$ cat config.mk
export PLATFORM = sky130hd
export DESIGN_NAME = ifetch_prefetch
export DESIGN_NICKNAME = d
export VERILOG_FILES = /design/src/rtl/mips_pkg.sv /design/src/rtl/prefetch_fifo.sv /design/src/rtl/ifetch_prefetch.sv
export SDC_FILE = /design/constraint.sdc
export NUM_CORES = 1
export LEC_CHECK = 0
export ABC_CLOCK_PERIOD_IN_PS = 10840
export CORE_ASPECT_RATIO = 0.5
export CORE_MARGIN = 2
export CORE_UTILIZATION = 41
export DETAILED_ROUTE_END_ITERATION = 7
export GPL_TIMING_DRIVEN = 1
export SLEW_MARGIN = 20
export SYNTH_ARGS = -nofsm -noshare
export SYNTH_HDL_FRONTEND = slang
export SYNTH_SLANG_ARGS = --single-unit
$ cat constraint.sdc
create_clock -name f_clk -period 10.84 [get_ports f_clk]
set_input_delay 2.168 -clock f_clk [delete_from_list [all_inputs] [get_ports f_clk]]
set_output_delay 2.168 -clock f_clk [all_outputs]
set_load 0.02 [all_outputs]
$ cat src/rtl/mips_pkg.sv
// -----------------------------------------------------------------------------
// mips_pkg
// Shared definitions for the instruction-fetch front end.
//   NOP_INST      : instruction word driven to decode when IF/ID is empty
//   fetch_entry_t : one prefetch-queue slot, {PC+4, instruction}
//   fetch_state_t : fetch request FSM states
//   word_align    : clears the byte-offset bits of an address
// -----------------------------------------------------------------------------
package mips_pkg;

  localparam logic [31:0] NOP_INST = 32'h0000_0000;

  typedef struct packed {
    logic [31:0] pc4;
    logic [31:0] inst;
  } fetch_entry_t;

  typedef enum logic [1:0] {
    IDLE  = 2'd0,
    REQ   = 2'd1,
    DRAIN = 2'd2
  } fetch_state_t;

  // Masking (rather than slicing) keeps every input bit referenced.
  function automatic logic [31:0] word_align(input logic [31:0] addr);
    return addr & 32'hFFFF_FFFC;
  endfunction

endpackage

$ cat src/rtl/prefetch_fifo.sv
// -----------------------------------------------------------------------------
// prefetch_fifo
// DEPTH-entry circular buffer holding fetched {PC+4, instruction} pairs.
// Ports:
//   f_clk, rst  : clock, asynchronous active-high reset
//   flush       : empties the queue (wins over push/pop)
//   push        : write push_entry at the tail (never asserted when full)
//   push_entry  : entry to write
//   pop         : advance the head (never asserted when empty)
//   head        : entry at the head of the queue
//   count       : number of valid entries, 0..DEPTH
//   empty       : count == 0
// -----------------------------------------------------------------------------
module prefetch_fifo
  import mips_pkg::*;
#(
  parameter int DEPTH = 4
) (
  input  logic                       f_clk,
  input  logic                       rst,
  input  logic                       flush,
  input  logic                       push,
  input  fetch_entry_t               push_entry,
  input  logic                       pop,
  output fetch_entry_t               head,
  output logic [$clog2(DEPTH):0]     count,
  output logic                       empty
);

  localparam int AW = $clog2(DEPTH);
  localparam int CW = AW + 1;
  localparam logic [AW-1:0] PTR_ONE  = AW'(1'b1);
  localparam logic [AW-1:0] PTR_ZERO = AW'(1'b0);
  localparam logic [CW-1:0] CNT_ZERO = CW'(1'b0);

  fetch_entry_t  mem_r [DEPTH];
  logic [AW-1:0] wr_ptr_r;
  logic [AW-1:0] rd_ptr_r;
  logic [CW-1:0] count_r;

  // Pointer and occupancy bookkeeping; pointers wrap naturally at DEPTH.
  always_ff @(posedge f_clk or posedge rst) begin
    if (rst) begin
      wr_ptr_r <= PTR_ZERO;
      rd_ptr_r <= PTR_ZERO;
      count_r  <= CNT_ZERO;
    end else if (flush) begin
      wr_ptr_r <= PTR_ZERO;
      rd_ptr_r <= PTR_ZERO;
      count_r  <= CNT_ZERO;
    end else begin
      if (push) begin
        wr_ptr_r <= wr_ptr_r + PTR_ONE;
      end
      if (pop) begin
        rd_ptr_r <= rd_ptr_r + PTR_ONE;
      end
      count_r <= count_r + CW'(push) - CW'(pop);
    end
  end

  // Entry storage; contents are qualified by count so it needs no reset.
  always_ff @(posedge f_clk) begin
    if (push && !flush) begin
      mem_r[wr_ptr_r] <= push_entry;
    end
  end

  assign head  = mem_r[rd_ptr_r];
  assign count = count_r;
  assign empty = (count_r == CNT_ZERO);

endmodule

$ cat src/rtl/ifetch_prefetch.sv
// -----------------------------------------------------------------------------
// ifetch_prefetch
// Instruction-fetch front end: owns the PC, issues one outstanding read at a
// time on a req/ack instruction-memory port, buffers returned words in a
// prefetch queue and drives the registered IF/ID outputs to decode.
// Ports:
//   f_clk, rst   : clock, asynchronous active-high reset
//   mem_req      : registered read request, held until mem_ack
//   mem_addr     : registered word-aligned read address
//   mem_ack      : request accepted, mem_rdata valid this cycle
//   mem_rdata    : returned instruction word
//   stall        : decode hazard; IF/ID holds, queue does not pop
//   redirect     : taken branch/jump; flush queue and IF/ID, refetch
//   redirect_pc  : new fetch target (byte offset ignored)
//   d_valid      : IF/ID holds a real instruction
//   d_inst       : IF/ID instruction (NOP_INST when not valid)
//   d_pc         : PC+4 of d_inst (0 when not valid)
// -----------------------------------------------------------------------------
module ifetch_prefetch
  import mips_pkg::*;
#(
  parameter int          DEPTH    = 4,
  parameter logic [31:0] RESET_PC = 32'h0000_0000
) (
  input  logic        f_clk,
  input  logic        rst,
  output logic        mem_req,
  output logic [31:0] mem_addr,
  input  logic        mem_ack,
  input  logic [31:0] mem_rdata,
  input  logic        stall,
  input  logic        redirect,
  input  logic [31:0] redirect_pc,
  output logic        d_valid,
  output logic [31:0] d_inst,
  output logic [31:0] d_pc
);

  localparam int CW = $clog2(DEPTH) + 1;
  localparam logic [CW-1:0] DEPTH_CNT = CW'(DEPTH);
  localparam logic [CW-1:0] CNT_ONE   = CW'(1'b1);

  fetch_state_t  state_r,    state_s;
  logic          mem_req_r,  mem_req_s;
  logic [31:0]   mem_addr_r, mem_addr_s;
  logic [31:0]   fetch_pc_r, fetch_pc_s;
  logic          d_valid_r,  d_valid_s;
  logic [31:0]   d_inst_r,   d_inst_s;
  logic [31:0]   d_pc_r,     d_pc_s;

  logic [31:0]   target_pc_s;
  logic [31:0]   next_pc_s;
  logic          push_s;
  logic          pop_s;
  fetch_entry_t  push_entry_s;
  fetch_entry_t  head_s;
  logic [CW-1:0] count_s;
  logic          empty_s;
  logic [CW-1:0] count_after_s;

  assign target_pc_s  = word_align(redirect_pc);
  assign next_pc_s    = fetch_pc_r + 32'd4;
  assign push_entry_s = '{pc4: next_pc_s, inst: mem_rdata};

  // A redirect flushes the queue this edge, so it never pops.
  assign pop_s = !redirect && !stall && !empty_s;

  // Occupancy after this edge's push and pop: decides whether the next
  // back-to-back request can still be accepted into the queue.
  assign count_after_s = count_s + CNT_ONE - CW'(pop_s);

  prefetch_fifo #(
    .DEPTH (DEPTH)
  ) u_fifo (
    .f_clk      (f_clk),
    .rst        (rst),
    .flush      (redirect),
    .push       (push_s),
    .push_entry (push_entry_s),
    .pop        (pop_s),
    .head       (head_s),
    .count      (count_s),
    .empty      (empty_s)
  );

  // Fetch FSM next-state and memory-request logic.
  always_comb begin
    state_s    = state_r;
    mem_req_s  = mem_req_r;
    mem_addr_s = mem_addr_r;
    fetch_pc_s = fetch_pc_r;
    push_s     = 1'b0;
    case (state_r)
      IDLE: begin
        if (redirect) begin
          fetch_pc_s = target_pc_s;
        end else if (count_s < DEPTH_CNT) begin
          mem_req_s  = 1'b1;
          mem_addr_s = fetch_pc_r;
          state_s    = REQ;
        end else begin
          state_s = IDLE;
        end
      end
      REQ: begin
        if (redirect && mem_ack) begin
          // Stale word returned on the redirect edge: drop it and reissue
          // straight away at the new target.
          mem_req_s  = 1'b1;
          mem_addr_s = target_pc_s;
          fetch_pc_s = target_pc_s;
        end else if (redirect) begin
          // The old request must still complete; its data is thrown away.
          fetch_pc_s = target_pc_s;
          state_s    = DRAIN;
        end else if (mem_ack) begin
          push_s     = 1'b1;
          fetch_pc_s = next_pc_s;
          if (count_after_s < DEPTH_CNT) begin
            mem_addr_s = next_pc_s;
          end else begin
            mem_req_s = 1'b0;
            state_s   = IDLE;
          end
        end else begin
          state_s = REQ;
        end
      end
      DRAIN: begin
        if (mem_ack) begin
          mem_req_s = 1'b1;
          state_s   = REQ;
          if (redirect) begin
            fetch_pc_s = target_pc_s;
            mem_addr_s = target_pc_s;
          end else begin
            mem_addr_s = fetch_pc_r;
          end
        end else if (redirect) begin
          fetch_pc_s = target_pc_s;
        end else begin
          state_s = DRAIN;
        end
      end
      default: begin
        state_s   = IDLE;
        mem_req_s = 1'b0;
      end
    endcase
  end

  // IF/ID next-value selection: redirect, then stall, then queue head.
  always_comb begin
    d_valid_s = d_valid_r;
    d_inst_s  = d_inst_r;
    d_pc_s    = d_pc_r;
    if (redirect) begin
      d_valid_s = 1'b0;
      d_inst_s  = NOP_INST;
      d_pc_s    = 32'h0000_0000;
    end else if (stall) begin
      d_valid_s = d_valid_r;
    end else if (!empty_s) begin
      d_valid_s = 1'b1;
      d_inst_s  = head_s.inst;
      d_pc_s    = head_s.pc4;
    end else begin
      d_valid_s = 1'b0;
      d_inst_s  = NOP_INST;
      d_pc_s    = 32'h0000_0000;
    end
  end

  // Fetch FSM, memory port and IF/ID registers.
  always_ff @(posedge f_clk or posedge rst) begin
    if (rst) begin
      state_r    <= IDLE;
      mem_req_r  <= 1'b0;
      mem_addr_r <= RESET_PC;
      fetch_pc_r <= RESET_PC;
      d_valid_r  <= 1'b0;
      d_inst_r   <= NOP_INST;
      d_pc_r     <= 32'h0000_0000;
    end else begin
      state_r    <= state_s;
      mem_req_r  <= mem_req_s;
      mem_addr_r <= mem_addr_s;
      fetch_pc_r <= fetch_pc_s;
      d_valid_r  <= d_valid_s;
      d_inst_r   <= d_inst_s;
      d_pc_r     <= d_pc_s;
    end
  end

  assign mem_req  = mem_req_r;
  assign mem_addr = mem_addr_r;
  assign d_valid  = d_valid_r;
  assign d_inst   = d_inst_r;
  assign d_pc     = d_pc_r;

endmodule
==> results of run 1 <==
-- placed cells by master (no fill, tap or decap), types with 5 or more instances in the layout --
master           instances
nor2_1                  60
o211ai_1                 5
xor2_1                  12
clkdlybuf4s50_1        163
nor3_1                   7
o21ai_0                 71
o31ai_1                  6
clkbuf_16               39
xnor2_1                 22
clkbuf_8                 7
inv_1                   15
a22o_1                  67
o22ai_1                  9
edfxtp_1               256
a32oi_1                  7
a21oi_1                 46
mux2i_1                  7
and3_1                  12
nand4_1                 11
nand2_1                 63
buf_4                   21
a22oi_1                 10
nand3_1                 28
a221oi_1                13
ha_1                    12
a221o_1                  5
mux4_2                  64
dfrtp_1                137
clkbuf_1                13
o21a_1                   7
o22a_1                   5
a31oi_1                  8
-- per-stage QoR --
step	utilization	setup WS (ns)
6_report	0.499	5.81
5_1_grt	0.499	5.57
4_1_cts	0.499	5.87
3_5_place_dp	0.468	5.32
3_3_place_gp	0.468	5.37
2_1_floorplan	-	4.95
-- power by group through the flow --
stage | clock, uW | combinational [uW] | sequential [uW]
after floorplan | 0 | 951 | 2110
after global placement | 0 | 1530 | 2100
after detailed placement | 0 | 1570 | 2110
after CTS | 1370 | 1570 | 2080
after global routing | 1430 | 1690 | 2110
final | 1340 | 1570 | 2080
-- kinds of logic after synthesis --
| kind of cell | Yosys count | share of synthesized area |
|---|---|---|
| and+or+nand+nor | 218 | 0.0643 |
| buffers and inverters | 109 | 0.0258 |
| muxes | 74 | 0.0925 |
| DFF | 395 | 0.668 |
| xor gates and xnor gates | 35 | 0.0188 |
| adders and majority gates | 13 | 0.0102 |
| AOI/OAI and AO/OA | 287 | 0.120 |
-- final timing paths --
kind | from | endpoint | slack [ns]
max in group asynchronous | rst | d_pc[23] | 7.28
min in group asynchronous | rst | d_inst[9] | 2.12
min reg2reg | mem_addr[1] | mem_addr[1] | 0.48
max reg2reg | state_r[0] | mem_addr[20] | 7.49
max | redirect | mem_addr[17] | 5.81
min | mem_addr[1] | mem_addr[1] | 0.48
-- state kept, by name (all words and copies together), names as in the netlist --
register         flops
mem_req              1
d_pc                32
u_fifo.count         3
state_r              2
u_fifo.mem_r       256
mem_addr            32
d_inst              32
d_valid              1
u_fifo.wr_ptr_r      2
fetch_pc_r          32
u_fifo.rd_ptr_r      2
-- worst min-delay path, cell delays in order (launching register included) --
cell     delay, ns
dfrtp_1       0.34
nand2_1       0.05
nand2_1       0.05
-- cell type report --
| class | instances | area share |
|---|---|---|
| Inverter | 18 | 0.00361 |
| Multi-Input combinational cell | 627 | 0.256 |
| Sequential cell | 395 | 0.556 |
| Clock buffer | 59 | 0.0558 |
| Clock inverter | 11 | 0.00641 |
| Timing Repair Buffer | 185 | 0.0892 |
| Tap cell | 540 | 0.0336 |
-- routing by layer --
layer,up-vias,wire length (um),track usage,part of all wire
met5,-,0,0,0
met4,0,1320,0.0758,0.031
met3,71,2370,0.0340,0.055
met2,331,21000,0.341,0.49
met1,5445,18400,0.275,0.43
li1,4660,-,-,-
==> impl_metrics.env, run 1 <==
export IMPL_max_freq_mhz=199
export IMPL_path_clk_slew_ns=0.06
export IMPL_vias=10507
export IMPL_async_flop_share=0.352
export IMPL_holdPathStages=2
export IMPL_wl_per_cell_um=23.5
export IMPL_worst_slew_pin_transition_ns=1.21
export IMPL_clockBufferDepth=3
export IMPL_critPathMaxStageDelay_ns=0.67
export IMPL_cts_tree="built"
export IMPL_final_seq_area_mm2=0.0112
export IMPL_arrival_ns=5.49
export IMPL_p_per_area_mw_per_mm2=248
export IMPL_detail_route_first_pass_iterations=5
export IMPL_drive_above_1_share=0.132
export IMPL_post_cts_setup_buffer_count=0
export IMPL_die_area_mm2=0.0425
export IMPL_antennaDiodeCount=0
export IMPL_placed_cells=1765
export IMPL_p_total_uw=4990
export IMPL_p_clk_frac=0.268
export IMPL_hold_viol_final=0
export IMPL_postSynthAreaPerCell_um2=14.8
export IMPL_p_comb_frac=0.315
export IMPL_start_kind="input port"
export IMPL_critPathMaxFanout=72
export IMPL_synthCells=1131
export IMPL_period_share=0.464
export IMPL_cts_buffers=38
export IMPL_fin_cells=1835
export IMPL_hold_slack_ns=0.479
export IMPL_clk_latency_ns=0.55
export IMPL_synth_top_area_frac=0.460
export IMPL_hpwl_mm=25.7
export IMPL_cpMostUsedCell="buf_4"
export IMPL_multiInputGateArea_mm2=0.00514
export IMPL_outcome="finished clean"
export IMPL_grt_pass1_vias=10977
export IMPL_finClkSkew_ns=0.0204
export IMPL_postLayoutCellArea_mm2=0.0201
export IMPL_switching_share=0.344
export IMPL_syn_nets=1213
export IMPL_synth_edf_count=256
export IMPL_drc=0
export IMPL_worst_r2r_path_depth=9
export IMPL_core_area_mm2=0.0403
export IMPL_hold_path_class="reg -> reg"
export IMPL_synth_area_mm2=0.0167
export IMPL_ys_flop_type="edfxtp_1"
export IMPL_endpoint_kind="register"
export IMPL_p_int_uw=3270
export IMPL_ys_types=66
export IMPL_pin_count=167
export IMPL_tns_ns=0
export IMPL_p_seq_frac=0.417
export IMPL_cts_sinks=395
export IMPL_max_cap_violations=0
export IMPL_wl_mm=43.1
export IMPL_placedInstanceArea_mm2=0.0189
export IMPL_grt_usage=0.206
export IMPL_io_buffer_count=164
export IMPL_area_delta_synth_final_pct=20.3
export IMPL_place_congestion=0.860
export IMPL_clock_root_buffer="clkbuf_16"
export IMPL_synth_common_cells="edfxtp_1 (256), dfrtp_1 (139), o21ai_0 (71)"
export IMPL_grt_max_degree=94
export IMPL_critPathRequiredTime_ns=11.30
export IMPL_rows=52
export IMPL_min_period_ns=5.03
export IMPL_htreeDepth=2
export IMPL_yosys_area_top_type="edfxtp_1"
export IMPL_final_max_slew_viol_count=0
export IMPL_path_buf_inv=5
export IMPL_worstSetupPathType="in -> reg"
export IMPL_antenna_found_initial=0
export IMPL_yosysWarnings=0
export IMPL_grt_pass1_wl_mm=66.1
export IMPL_cts_hold_buf=0
export IMPL_ant_nets=0
export IMPL_die_y_um=147
export IMPL_drt_iter0_markers=1065
export IMPL_grt_overflow=0
export IMPL_critPathTopFamily="buffers and inverters"
export IMPL_viasPerCell=5.73
export IMPL_synth_area_leaders="edfxtp_1 (46%), dfrtp_1 (21%), mux4_2 (8.6%)"
export IMPL_switching_power_uw=1710
export IMPL_fin_nets=1347
export IMPL_max_slew_margin=0.196
export IMPL_p_leak_uw=0.00711
export IMPL_crit_cells=12
export IMPL_synth_most_common_cell="edfxtp_1"
export IMPL_finalSetupViolCount=0
export IMPL_rsz0062_at_grt="false"
export IMPL_cts_repair_resized=0
export IMPL_ir_drop_mv=0.145
export IMPL_slowest_stage="a211o_1"
export IMPL_ys_seq_area_frac=0.668
export IMPL_die_x_um=289
export IMPL_ys_ff_latch=395
export IMPL_start_util=0.415
export IMPL_worstPathCellList="buf_2 > buf_4 > clkinv_1 > buf_4 > nand2_1 > ha_1 > nand2_1 > xnor2_1 > a211o_1 > buf_4 > a221oi_1 > a31oi_1"
export IMPL_fillers=3385
(Power assumes the default switching activity.)
==> inputs of run 2 (changes only) <==
Settings changed: ABC_CLOCK_PERIOD_IN_PS 10840 to 5200.
Clock period 10.84 ns to 5.2 ns, I/O delays scaled along.
==> run 2 against run 1 <==
- critical path depth down 1
- die area unchanged
- critical endpoint is now mem_addr[20]
- first-iteration DRC count down 20%
- clock skew up 0.012 ns
- non-clock buffer count up 8
- clock power up 99%
- via count up 0.81%
- wire length down 0.19%
==> impl_metrics.env, run 2 (synthesized netlist as in run 1, its figures left out) <==
export IMPL_outcome="finished clean"
export IMPL_ir_drop_mv=0.284
export IMPL_min_period_ns=3.24
export IMPL_die_x_um=289
export IMPL_max_slew_margin=0.184
export IMPL_io_buffer_count=164
export IMPL_top_usage_layer="met2"
export IMPL_finalSetupViolCount=0
export IMPL_htreeDepth=2
export IMPL_post_cts_setup_buffer_count=0
export IMPL_ant_nets=0
export IMPL_cts_tree="built"
export IMPL_fin_util=0.499
export IMPL_critPathMaxFanout=16
export IMPL_drc=0
export IMPL_cts_hold_buf=0
export IMPL_area_delta_synth_final_pct=20.3
export IMPL_multiInputGateArea_mm2=0.00514
export IMPL_vias=10592
export IMPL_die_area_mm2=0.0425
export IMPL_layout_common_cells="edfxtp_1 (256), clkdlybuf4s50_1 (163), dfrtp_1 (137)"
export IMPL_viasPerCell=5.75
export IMPL_pin_count=167
export IMPL_grtUsageMet3=0.0339
export IMPL_setup_ws_ns=1.96
export IMPL_wl_per_cell_um=23.3
export IMPL_cts_repair_resized=0
export IMPL_worstSetupPathType="in -> reg"
export IMPL_antenna_found_initial=1
export IMPL_final_seq_area_mm2=0.0112
export IMPL_worst_slew_pin_transition_ns=1.22
export IMPL_slowest_stage="a211o_1"
export IMPL_start_kind="input port"
export IMPL_start_util=0.415
export IMPL_cpMostUsedCell="nand2_1"
export IMPL_cts_buffers=38
export IMPL_core_area_mm2=0.0403
export IMPL_cts_sinks=395
export IMPL_grt_pass1_vias=10998
export IMPL_rows=52
export IMPL_switching_power_uw=3540
export IMPL_hold_viol_final=0
export IMPL_drt_iter0_markers=847
export IMPL_worstPathCellList="clkdlybuf4s50_1 > nor2_1 > nand2_1 > ha_1 > nand2_1 > xnor2_1 > a211o_1 > buf_4 > or3_1 > o21ai_0 > a21oi_1"
export IMPL_clockBufferDepth=3
export IMPL_rsz0062_at_grt="false"
export IMPL_grtUsageMet1=0.275
export IMPL_grt_pass1_wl_mm=65.9
export IMPL_grt_use_met2=0.339
export IMPL_fin_nets=1355
export IMPL_hpwl_mm=26.6
export IMPL_p_int_uw=6740
export IMPL_critPathTopFamily="simple AND/OR/NAND/NOR gates"
export IMPL_layout_commonest_cell="edfxtp_1"
export IMPL_largest_reg_flops=256
export IMPL_fillers=3358
export IMPL_detail_route_first_pass_iterations=6
export IMPL_p_leak_uw=0.00713
export IMPL_die_y_um=147
export IMPL_path_buf_inv=2
export IMPL_p_per_area_mw_per_mm2=511
export IMPL_tns_ns=0
export IMPL_p_total_uw=10300
export IMPL_max_cap_violations=0
export IMPL_final_max_slew_viol_count=0
export IMPL_period_share=0.623
export IMPL_p_seq_frac=0.425
export IMPL_switching_share=0.344
export IMPL_endpoint_kind="register"
export IMPL_finClkSkew_ns=0.0320
export IMPL_wl_mm=43.0
export IMPL_path_clk_slew_ns=0.06
export IMPL_arrival_ns=3.64
export IMPL_grt_usage=0.205
export IMPL_grt_overflow=0
export IMPL_critPathRequiredTime_ns=5.60
export IMPL_clk_latency_ns=0.55
export IMPL_p_clk_frac=0.259
export IMPL_grt_max_degree=77
export IMPL_regMostFlops="u_fifo.mem_r"
export IMPL_p_comb_frac=0.316
export IMPL_drive_above_1_share=0.137
export IMPL_clock_root_buffer="clkbuf_16"
export IMPL_pre_cts_ws_ns=1.45
export IMPL_hold_path_class="reg -> reg"
export IMPL_critPathMaxStageDelay_ns=0.60
export IMPL_place_congestion=0.856
export IMPL_max_freq_mhz=309
[run 2: cell types whose count changed in the layout (fill, tap and decap cells not counted), moves of 2 or more]
cell        change
clkinvlp_4      -2
clkbuf_1        -3
clkinv_4        +2
clkinv_1        +2
clkinv_2        +3
buf_4           +8
[run 2: routing by layer]
metal / routed length (um) / vias up
li1: - / 4694
met1: 18300 / 5472
met2: 21200 / 338
met3: 2200 / 88
met4: 1320 / 0
met5: 0 / -
[run 2: layout make-up]
| class | count | area share |
|---|---|---|
| antenna | 1 | 0.000125 |
| clock buffer | 54 | 0.0533 |
| clock inverter | 14 | 0.00535 |
| inverter | 18 | 0.00361 |
| multi-input combinational | 627 | 0.256 |
| sequential | 395 | 0.556 |
| tap | 540 | 0.0336 |
| timing repair buffer | 193 | 0.0923 |
[run 2: metrics by stage]
step / area [um2] / hold WS (ns) / instances
after floorplan: 16700 / 0.489 / 1131
after global placement: 18900 / 0.475 / 1773
after detailed placement: 18900 / 0.476 / 1773
after CTS: 20100 / 0.493 / 1841
after global routing: 20100 / 0.516 / 1842
final: 20100 / 0.484 / 1842
[run 2: final timing paths]
check / to / cells past startpoint / start / slack, ns
setup / recovery: mem_addr[20] / 11 / stall / 1.96
hold / removal: mem_addr[2] / 2 / mem_addr[2] / 0.48
setup reg to reg: mem_addr[20] / 9 / state_r[0] / 1.98
hold reg to reg: mem_addr[2] / 2 / mem_addr[2] / 0.48
max in group asynchronous: mem_addr[19] / 3 / rst / 3.25
min in group asynchronous: d_inst[16] / 2 / rst / 1.02
[run 2: power groups by stage]
stage,clock (uW),combinational (uW),sequential [uW]
2_1_floorplan,0,1980,4390
3_3_place_gp,0,3160,4420
3_5_place_dp,0,3230,4440
4_1_cts,2720,3240,4380
5_1_grt,2850,3490,4440
6_report,2660,3250,4370
[run 2: worst min-delay path, stage by stage (launching register included)]
cell     delay (ns)
dfrtp_1        0.34
nand2_1        0.05
o21ai_0        0.06
==> inputs of run 3 (changes only) <==
Settings changed: ABC_CLOCK_PERIOD_IN_PS 5200 to 3200.
Clock period 5.2 ns to 3.2 ns, I/O delays scaled along.
==> run 3 against run 2 <==
- power is 69% higher
- critical path type is now reg -> reg
- critical path depth decreased by 3
- largest cell class unchanged
- via count increased by 1.3%
- critical endpoint is now mem_addr[0]
- largest power group unchanged
- utilization rose by 1.4 points
- clock power up 78%
- final area rose by 2.7%
- combinational power is 70% higher
- highest routed layer unchanged
- hold slack worse by 0.040 ns
- cell count rose by 1.4%
==> impl_metrics.env, run 3 (synthesized netlist as in run 1, its figures left out) <==
export IMPL_p_total_uw=17300
export IMPL_wl_mm=43.5
export IMPL_critPathLaunch="state_r[0]"
export IMPL_switching_share=0.337
export IMPL_pre_cts_ws_ns=0.152
export IMPL_hold_slack_ns=0.444
export IMPL_cts_hold_buf=0
export IMPL_critPathMaxFanout=14
export IMPL_grt_pass1_wl_mm=67.5
export IMPL_path_clk_slew_ns=0.07
export IMPL_critPathRequiredTime_ns=3.68
export IMPL_r2r_start="state_r[0]"
export IMPL_die_area_mm2=0.0425
export IMPL_layout_common_cells="edfxtp_1 (256), clkdlybuf4s50_1 (163), dfrtp_1 (137)"
export IMPL_p_int_uw=11500
export IMPL_ir_drop_mv=0.440
export IMPL_cts_repair_resized=0
export IMPL_fin_cells=1868
export IMPL_min_period_ns=2.75
export IMPL_endpoint_kind="register"
export IMPL_area_delta_synth_final_pct=23.5
export IMPL_pin_count=167
export IMPL_die_y_um=147
export IMPL_grt_max_degree=65
export IMPL_outcome="finished clean"
export IMPL_grt_pass1_vias=11325
export IMPL_placed_cells=1799
export IMPL_arrival_ns=3.22
export IMPL_finalSetupViolCount=0
export IMPL_p_seq_frac=0.406
export IMPL_rows=52
export IMPL_critPathTopFamily="simple AND/OR/NAND/NOR gates"
export IMPL_critPathMaxStageDelay_ns=0.68
export IMPL_core_area_mm2=0.0403
export IMPL_max_cap_violations=0
export IMPL_cts_buffers=38
export IMPL_p_per_area_mw_per_mm2=839
export IMPL_slowest_stage="ha_1"
export IMPL_worstPathCellList="inv_1 > ha_1 > inv_1 > nor2_1 > o21ai_0 > nand2_1 > nand3_1 > nand2_1"
export IMPL_period_share=0.859
export IMPL_finClkSkew_ns=0.0294
export IMPL_fin_nets=1381
export IMPL_p_leak_uw=0.00737
export IMPL_die_x_um=289
export IMPL_htreeDepth=2
export IMPL_clock_root_buffer="clkbuf_16"
export IMPL_antenna_found_initial=0
export IMPL_drive_above_1_share=0.158
export IMPL_hold_path_class="in -> reg"
export IMPL_cts_sinks=395
export IMPL_cts_tree="built"
export IMPL_vias=10732
export IMPL_start_util=0.415
export IMPL_p_comb_frac=0.320
export IMPL_place_congestion=0.899
export IMPL_worstHoldStart="redirect"
export IMPL_max_slew_margin=0.399
export IMPL_worstSetupPathType="reg -> reg"
export IMPL_grt_overflow=0
export IMPL_ant_nets=0
export IMPL_antennaDiodeCount=0
export IMPL_detail_route_first_pass_iterations=5
export IMPL_io_buffer_count=164
export IMPL_final_max_slew_viol_count=0
export IMPL_layout_commonest_cell="edfxtp_1"
export IMPL_hold_viol_final=0
export IMPL_switching_power_uw=5830
export IMPL_drc=0
export IMPL_grt_usage=0.208
export IMPL_hpwl_mm=28.1
export IMPL_tns_ns=0
export IMPL_post_cts_setup_buffer_count=0
export IMPL_viasPerCell=5.75
export IMPL_drt_iter0_markers=980
export IMPL_rsz0062_at_grt="false"
export IMPL_clk_latency_ns=0.54
export IMPL_wl_per_cell_um=23.3
export IMPL_setup_ws_ns=0.453
export IMPL_start_kind="register"
export IMPL_regMostFlops="u_fifo.mem_r"
export IMPL_clockBufferDepth=3
export IMPL_worst_slew_pin_transition_ns=0.902
export IMPL_path_buf_inv=2
export IMPL_largest_reg_flops=256
export IMPL_p_clk_frac=0.274
export IMPL_max_freq_mhz=364
run 3: changes by cell type in the layout (fill, tap and decap cells not counted), moves of 3 or more:
cell,previous run,this run
buf_12,0,18
buf_4,29,37
bufinv_16,1,5
clkinv_1,6,2
clkinvlp_4,0,3
run 3: cell type report:
cell class,instances,area (um2)
fillers,3293,19600
flip-flops and latches,395,11200
multi-input cells,627,5140
repair buffers,219,2270
clock buffers,54,1090
well taps,540,676
clock inverters,15,215
inverters,18,71.3
run 3: through the flow:
stage | util | area, um2
final | 0.513 | 20600
after global routing | 0.513 | 20600
after CTS | 0.513 | 20600
after detailed placement | 0.480 | 19300
after global placement | 0.480 | 19300
after floorplan | - | 16700
run 3: power groups by stage:
stage               Combinational [uW]  Sequential [uW]  Clock (uW)
floorplan                         3220             7130           0
global placement                  5400             7120           0
detailed placement                5510             7140           0
CTS                               5530             7040        4830
global route                      5960             7130        5050
finish                            5540             7040        4740
run 3: path summary, 6_finish.rpt:
path	endpoint	slack (ns)	cells after the start
hold reg to reg	mem_addr[13]	0.48	2
setup reg to reg	mem_addr[0]	0.45	8
hold / removal	u_fifo.count[1]	0.44	2
max in group asynchronous	d_pc[31]	1.91	3
setup / recovery	mem_addr[0]	0.45	8
min in group asynchronous	state_r[0]	0.62	2
run 3: metal layers:
layer / track usage / vias to the layer above / part of all wire
met4: 0.0637 / 0 / 0.029
met5: 0 / - / 0
met2: 0.348 / 353 / 0.49
met1: 0.281 / 5546 / 0.42
met3: 0.0349 / 87 / 0.057
li1: - / 4746 / -
